===== config.mk =====
export PLATFORM = sky130hd
export DESIGN_NAME = aes_ark_pipe
export DESIGN_NICKNAME = d
export VERILOG_FILES = /design/src/rtl/aes_ark_pipe.sv
export SDC_FILE = /design/constraint.sdc
export NUM_CORES = 2
export LEC_CHECK = 0
export BUFFER_PORTS_ARGS = -buffer_cell sky130_fd_sc_hd__buf_2
export CAP_MARGIN = 20
export CORE_UTILIZATION = 50
export CTS_CLUSTER_SIZE = 20
export DETAILED_ROUTE_END_ITERATION = 8
export PLACE_DENSITY = 0.75
export SYNTH_ARGS = -nofsm -noshare
export SYNTH_HDL_FRONTEND = slang
export SYNTH_SLANG_ARGS = --single-unit

===== constraint.sdc =====
create_clock -name CLK -period 2.4 [get_ports CLK]
set_input_delay 0.24 -clock CLK [delete_from_list [all_inputs] [get_ports CLK]]
set_output_delay 0.24 -clock CLK [all_outputs]
set_load 0.03 [all_outputs]

===== src/rtl/aes_ark_pipe.sv =====
// -----------------------------------------------------------------------------
// aes_ark_pipe
//   Registered AddRoundKey stage with an internal round-key store.
//
//   A state beat is accepted on in_valid & in_ready. In the same cycle, the
//   stage looks up the round key selected by in_rnd, XORs it into the beat and
//   writes the result into a 2-entry in-order output buffer. The result appears
//   on out_* one cycle after acceptance. A beat that selects an out-of-range or
//   unloaded key passes through without the XOR and is flagged with out_err.
//   Bypass beats always pass through unmodified and never set out_err.
//
// Parameters
//   DATA_W    state/key width in bits (multiple of 8)
//   NUM_KEYS  number of round-key entries
//   IDX_W     width of the round index fields (derived from NUM_KEYS)
//
// Ports
//   CLK, rst_n               clock (rising edge), async active-low reset
//   key_wr_en/idx/data       round-key write port
//   key_clr                  invalidate all keys (start of a new key schedule)
//   keys_loaded              every key entry holds a valid key
//   in_valid/ready/data/rnd/bypass   input beat handshake and payload
//   out_valid/ready/data/rnd/err     output beat handshake and payload
// -----------------------------------------------------------------------------
module aes_ark_pipe #(
  parameter  int DATA_W   = 128,
  parameter  int NUM_KEYS = 11,
  localparam int IDX_W    = (NUM_KEYS > 1) ? $clog2(NUM_KEYS) : 1
) (
  input  logic              CLK,
  input  logic              rst_n,
  input  logic              key_wr_en,
  input  logic [IDX_W-1:0]  key_wr_idx,
  input  logic [DATA_W-1:0] key_wr_data,
  input  logic              key_clr,
  output logic              keys_loaded,
  input  logic              in_valid,
  output logic              in_ready,
  input  logic [DATA_W-1:0] in_data,
  input  logic [IDX_W-1:0]  in_rnd,
  input  logic              in_bypass,
  output logic              out_valid,
  input  logic              out_ready,
  output logic [DATA_W-1:0] out_data,
  output logic [IDX_W-1:0]  out_rnd,
  output logic              out_err
);

  // One extra bit so that NUM_KEYS itself is representable for range checks.
  localparam logic [IDX_W:0] NUM_KEYS_W = NUM_KEYS[IDX_W:0];

  typedef struct packed {
    logic [DATA_W-1:0] data;
    logic [IDX_W-1:0]  rnd;
    logic              err;
  } beat_t;

  // ---------------------------------------------------------------------------
  // Round-key store
  // ---------------------------------------------------------------------------
  logic [DATA_W-1:0]   key_mem [NUM_KEYS];
  logic [NUM_KEYS-1:0] key_vld_q, key_vld_d;
  logic                wr_hit;

  assign wr_hit = key_wr_en && ({1'b0, key_wr_idx} < NUM_KEYS_W);

  // Clear is applied first so a same-cycle write leaves its entry valid.
  always_comb begin
    // NOTE: every signal assigned in always_comb gets a default first; a path
    // that skips an assignment would otherwise infer a latch.
    key_vld_d = key_vld_q;
    if (key_clr) key_vld_d = '0;
    if (wr_hit)  key_vld_d[key_wr_idx] = 1'b1;
  end

  always_ff @(posedge CLK or negedge rst_n) begin
    // NOTE: state registers use non-blocking assignments so every flop samples
    // the pre-edge values of the others, matching real hardware.
    if (!rst_n) key_vld_q <= '0;
    else        key_vld_q <= key_vld_d;
  end

  // NOTE: the key array has no reset; its contents are meaningless until the
  // matching valid bit is set, and leaving it unreset lets it map to plain RAM.
  always_ff @(posedge CLK) begin
    if (wr_hit) key_mem[key_wr_idx] <= key_wr_data;
  end

  assign keys_loaded = &key_vld_q;

  // ---------------------------------------------------------------------------
  // Lookup and XOR in the acceptance cycle. key_mem is read before the edge,
  // so a write to the same entry in this cycle is not seen by this beat.
  // ---------------------------------------------------------------------------
  logic              rnd_in_range;
  logic              key_ok;
  logic [DATA_W-1:0] key_sel;
  beat_t             new_beat;

  assign rnd_in_range = ({1'b0, in_rnd} < NUM_KEYS_W);
  assign key_sel      = rnd_in_range ? key_mem[in_rnd] : '0;
  assign key_ok       = rnd_in_range && key_vld_q[in_rnd];

  always_comb begin
    new_beat.rnd  = in_rnd;
    new_beat.err  = !in_bypass && !key_ok;
    new_beat.data = (in_bypass || !key_ok) ? in_data : (in_data ^ key_sel);
  end

  // ---------------------------------------------------------------------------
  // 2-entry output FIFO. in_ready depends only on the registered count, so
  // there is no combinational path from out_ready to in_ready.
  // ---------------------------------------------------------------------------
  beat_t      buf_q [2];
  logic       wr_ptr_q, rd_ptr_q;
  logic [1:0] count_q;
  logic       push, pop;

  assign in_ready  = (count_q != 2'd2);
  assign out_valid = (count_q != 2'd0);
  assign push      = in_valid && in_ready;
  assign pop       = out_valid && out_ready;

  always_ff @(posedge CLK or negedge rst_n) begin
    if (!rst_n) begin
      for (int i = 0; i < 2; i++) buf_q[i] <= '0;
      wr_ptr_q <= 1'b0;
      rd_ptr_q <= 1'b0;
      count_q  <= 2'd0;
    end else begin
      if (push) begin
        buf_q[wr_ptr_q] <= new_beat;
        wr_ptr_q        <= ~wr_ptr_q;
      end
      if (pop) rd_ptr_q <= ~rd_ptr_q;
      case ({push, pop})
        2'b10:   count_q <= count_q + 2'd1;
        2'b01:   count_q <= count_q - 2'd1;
        default: count_q <= count_q;
      endcase
    end
  end

  // Head entry is held in registers, so out_* stay stable while stalled.
  assign out_data = buf_q[rd_ptr_q].data;
  assign out_rnd  = buf_q[rd_ptr_q].rnd;
  assign out_err  = buf_q[rd_ptr_q].err;

endmodule


==> results.cfg <==
[run_status]
run_status = complete, but fails checks
failing_checks = setup timing

[hold_path]
min_path_cells = 4
hp-class = in2reg

[finish]
final_net_count = 5789
fill_cells = 9274
drive_gt1_frac = 0.283
filler_free_cell_count_of_the_finished_design = 7557
seqCellArea_sq_um = 49300
multiInputGateArea_sq_um = 20800
area_growth_syn_to_layout_pct = 25.8

[sta]
final_period_minus_worst_setup_slack_ns = 2.59
report.final.setup_viol = 256
final.setup.tns_ns = -18.49
grt_setup_unrepaired = yes
timing.final.hold_violations = 0
whs_ns = 0.0726
count_of_final_max_slew_check_failures = 0
post-route-period-util = 1.08
worstMarginPinSlew_ns = 0.735
slew_headroom = 0.510
max_freq_ghz = 0.386
finClkSkew_ns = 0.0369
final.setup.worst_slack_ns = -0.189

[setup_path]
worstSetupStartpointType = flip-flop
critical_path_class = reg2out
cp_data_arrival_time_ns = 2.35
setup.worst_path.end_class = output pin
worstPathRequired_ns = 2.16
rr_worst_depth = 9
critPathMaxFanout = 8

[yosys]
ys_seq_area_frac = 0.696
post_synthesis_cell_count = 4613
async_flop_share = 0.166
synth-simple-area-share = 0.0907
ys_types = 47
synth_adder_area_share = 0.000177
xor_xnor_portion_of_the_synthesized_cell_area = 0.000494
synth-compound-area-share = 0.0652
ys_ff_latch = 1689
count_of_flip_flops_with_a_built_in_enable_after_synthesis = 1408
dominant_combinational_cell_family_by_area_after_synthesis = multiplexers
per_instance_average_area_after_synthesis_sq_um = 15.4
summed_instance_area_of_the_synthesized_netlist_sq_um = 70800
synth_nets = 4885
synth_mux_area_frac = 0.122
ys_dominant_reg_cell = edfxtp_1
synth_warnings = 0

[flow_run]
timing.max_cap.violations = 0

[global_route]
first_global_vias = 47500
gr-total-overflow = 0
grt_start_max_net_pins = 74
antenna_found_initial = 26
wire_length_of_the_first_global_routing_pass_mm = 287
grt_use_total = 0.267

[floorplan]
die-width_microns = 378
design.core.area_sq_um = 140000
floorplan.die_area_sq_um = 143000
i_o_pins = 407
rows = 137
die_y_microns = 378
start_util = 0.506

[routing]
detail-route-antenna-nets = 0
post_detailed_route_drc_marker_count = 0
vias = 47800
vias_per_cell = 6.32
wire_length_per_cell_after_detailed_routing_microns = 26.4
drt_pass1_iterations = 6
drt-initial-drc-count = 5279
postRouteWirelength_mm = 200

[pwr]
p_sw_mw = 26.8
power_switching_share = 0.304
cellInternalPower_mw = 61.3
ir_drop_mv = 1.07
power.share.sequential = 0.410
combPwrFrac = 0.266
fin_total_pwr_mw = 88.1
p_leak_nw = 32.3
clockPowerShare = 0.324
power.density_cell_area_nw_per_um2 = 989

[placed_design]
pre_cts_ws_ns = -0.00637
gp_congestion = 0.842
detailedPlacementHpwl_mm = 113
placed_cells_incl_taps = 6912
port_buffers = 406

[clocking]
h_tree_levels = 4
clkSlewWorstSetupHoldPaths_ns = 0.06
worstSkewPairLatency_ns = 0.82
tritoncts = done
cts_root_buffer = clkbuf_16
cts_num_sinks = 1689
clock_buffer_count_from_cts = 173
cts_max_path_buffers = 3
[cell usage in the layout, fill, tap and decap left out, types with 92 or more instances in the layout]
cell / n
clkbuf_16: 193
o211ai_1: 146
inv_1: 114
nand3_1: 395
buf_4: 217
edfxtp_1: 1408
a22oi_1: 108
buf_2: 333
mux4_2: 257
nand2_1: 367
or3_1: 146
nor2_1: 169
dlygate4sd3_1: 263
buf_12: 117
mux2_2: 117
mux2i_1: 92
nor3_1: 127
dfrtp_1: 280
[worst max-delay path: stages (launching register included)]
cell     delay [ns]
dfrtp_4        0.46
buf_16         0.22
buf_16         0.21
buf_12         0.15
mux2_2         0.35
buf_6          0.14
[cells in the mapped netlist (all sizes together), types with 2 or more instances]
master	number	area, sq um
a2111o	32	360
a211o	16	140
a21o	49	368
a221oi	2	23.8
a22o	2	17.5
a22oi	109	823
a2bb2oi	16	140
a31oi	78	488
and3	33	206
buf	138	716
clkbuf	174	653
dfrtp	281	7030
edfxtp	1408	42300
inv	114	428
mux2	172	1940
mux2i	92	921
mux4	257	5790
nand2	367	1380
nand2b	5	31.3
nand3	397	1990
nand3b	3	22.5
nand4	2	12.5
nor2	177	664
nor2b	3	18.8
nor3	224	1120
nor3b	2	15.0
o211ai	146	1100
o21ai	5	25.0
o22ai	73	457
o311ai	73	639
o31ai	2	15.0
or2	2	12.5
or3	147	920
xnor2	2	17.5
xor2	2	17.5
[registers in the layout, summed over array words and instances (netlist names)]
register / cells
key_mem: 1408
key_vld_q: 11
buf_q: 266
wr_ptr_q: 1
count_q: 2
rd_ptr_q: 1
[per-stage QoR]
| stage | util | area (sq um) |
|---|---|---|
| finish | 0.636 | 89100 |
| global route | 0.636 | 89100 |
| detailed placement | 0.557 | 77900 |
| CTS | 0.625 | 87600 |
| global placement | 0.557 | 77900 |
| floorplan | - | 71000 |
[cell families after synthesis]
logic type / Yosys count
AO/OA/AOI/OAI: 606
buffers and inverters: 426
flip-flops: 1689
adder cells (fa/ha/maj): 1
XOR/XNOR: 4
AND/OR/NAND/NOR: 1366
multiplexers: 521
[final timing paths]
check | startpoint | to | slack (ns)
worst max register to register | key_vld_q[7]$_DFF_PN0_ | buf_q[83]$_DFFE_PN0P_ | -0.17
min in group asynchronous | rst_n | buf_q[122]$_DFFE_PN0P_ | 0.64
worst min register to register | buf_q[136]$_DFFE_PN0P_ | buf_q[136]$_DFFE_PN0P_ | 0.49
worst max-delay path | rd_ptr_q$_DFFE_PN0P_ | out_data[77] | -0.19
worst min-delay path | in_rnd[3] | buf_q[137]$_DFFE_PN0P_ | 0.07
max in group asynchronous | rst_n | buf_q[107]$_DFFE_PN0P_ | 1.25
[final cells by class]
class	count	share of cell area
Sequential cell	1689	0.553
Multi-Input combinational cell	2498	0.233
Timing Repair Buffer	1041	0.113
Clock buffer	209	0.0514
Tap cell	1876	0.0263
Clock inverter	114	0.0173
Inverter	114	0.00480
Antenna cell	16	0.000449
[power groups by stage]
| stage | Sequential (mW) | Clock [mW] | Combinational [mW] |
|---|---|---|---|
| after floorplan | 36.1 | 0 | 13.0 |
| after global placement | 36.4 | 0 | 19.1 |
| after detailed placement | 36.5 | 0 | 19.6 |
| after CTS | 36.0 | 28.8 | 21.6 |
| after global routing | 36.4 | 30.0 | 24.5 |
| final | 36.1 | 28.6 | 23.4 |
[metal layers]
| metal | vias to the layer above | track usage | share of wire |
|---|---|---|---|
| li1 | 20100 | - | - |
| met4 | 20 | 0.129 | 0.050 |
| met5 | - | 0 | 0.00063 |
| met3 | 625 | 0.0480 | 0.091 |
| met1 | 24100 | 0.345 | 0.36 |
| met2 | 2914 | 0.438 | 0.49 |
[timing repair]
item	4_1_cts	5_1_grt
endpoints found under the hold margin	1954	0
hold buffers	264	0
gates cloned	9	18
pin swaps	42	161
resized for setup	151	244
endpoints found under the setup margin	135	361
buffers inserted	12	9
No activity file was read; power rests on OpenSTA's default activity.
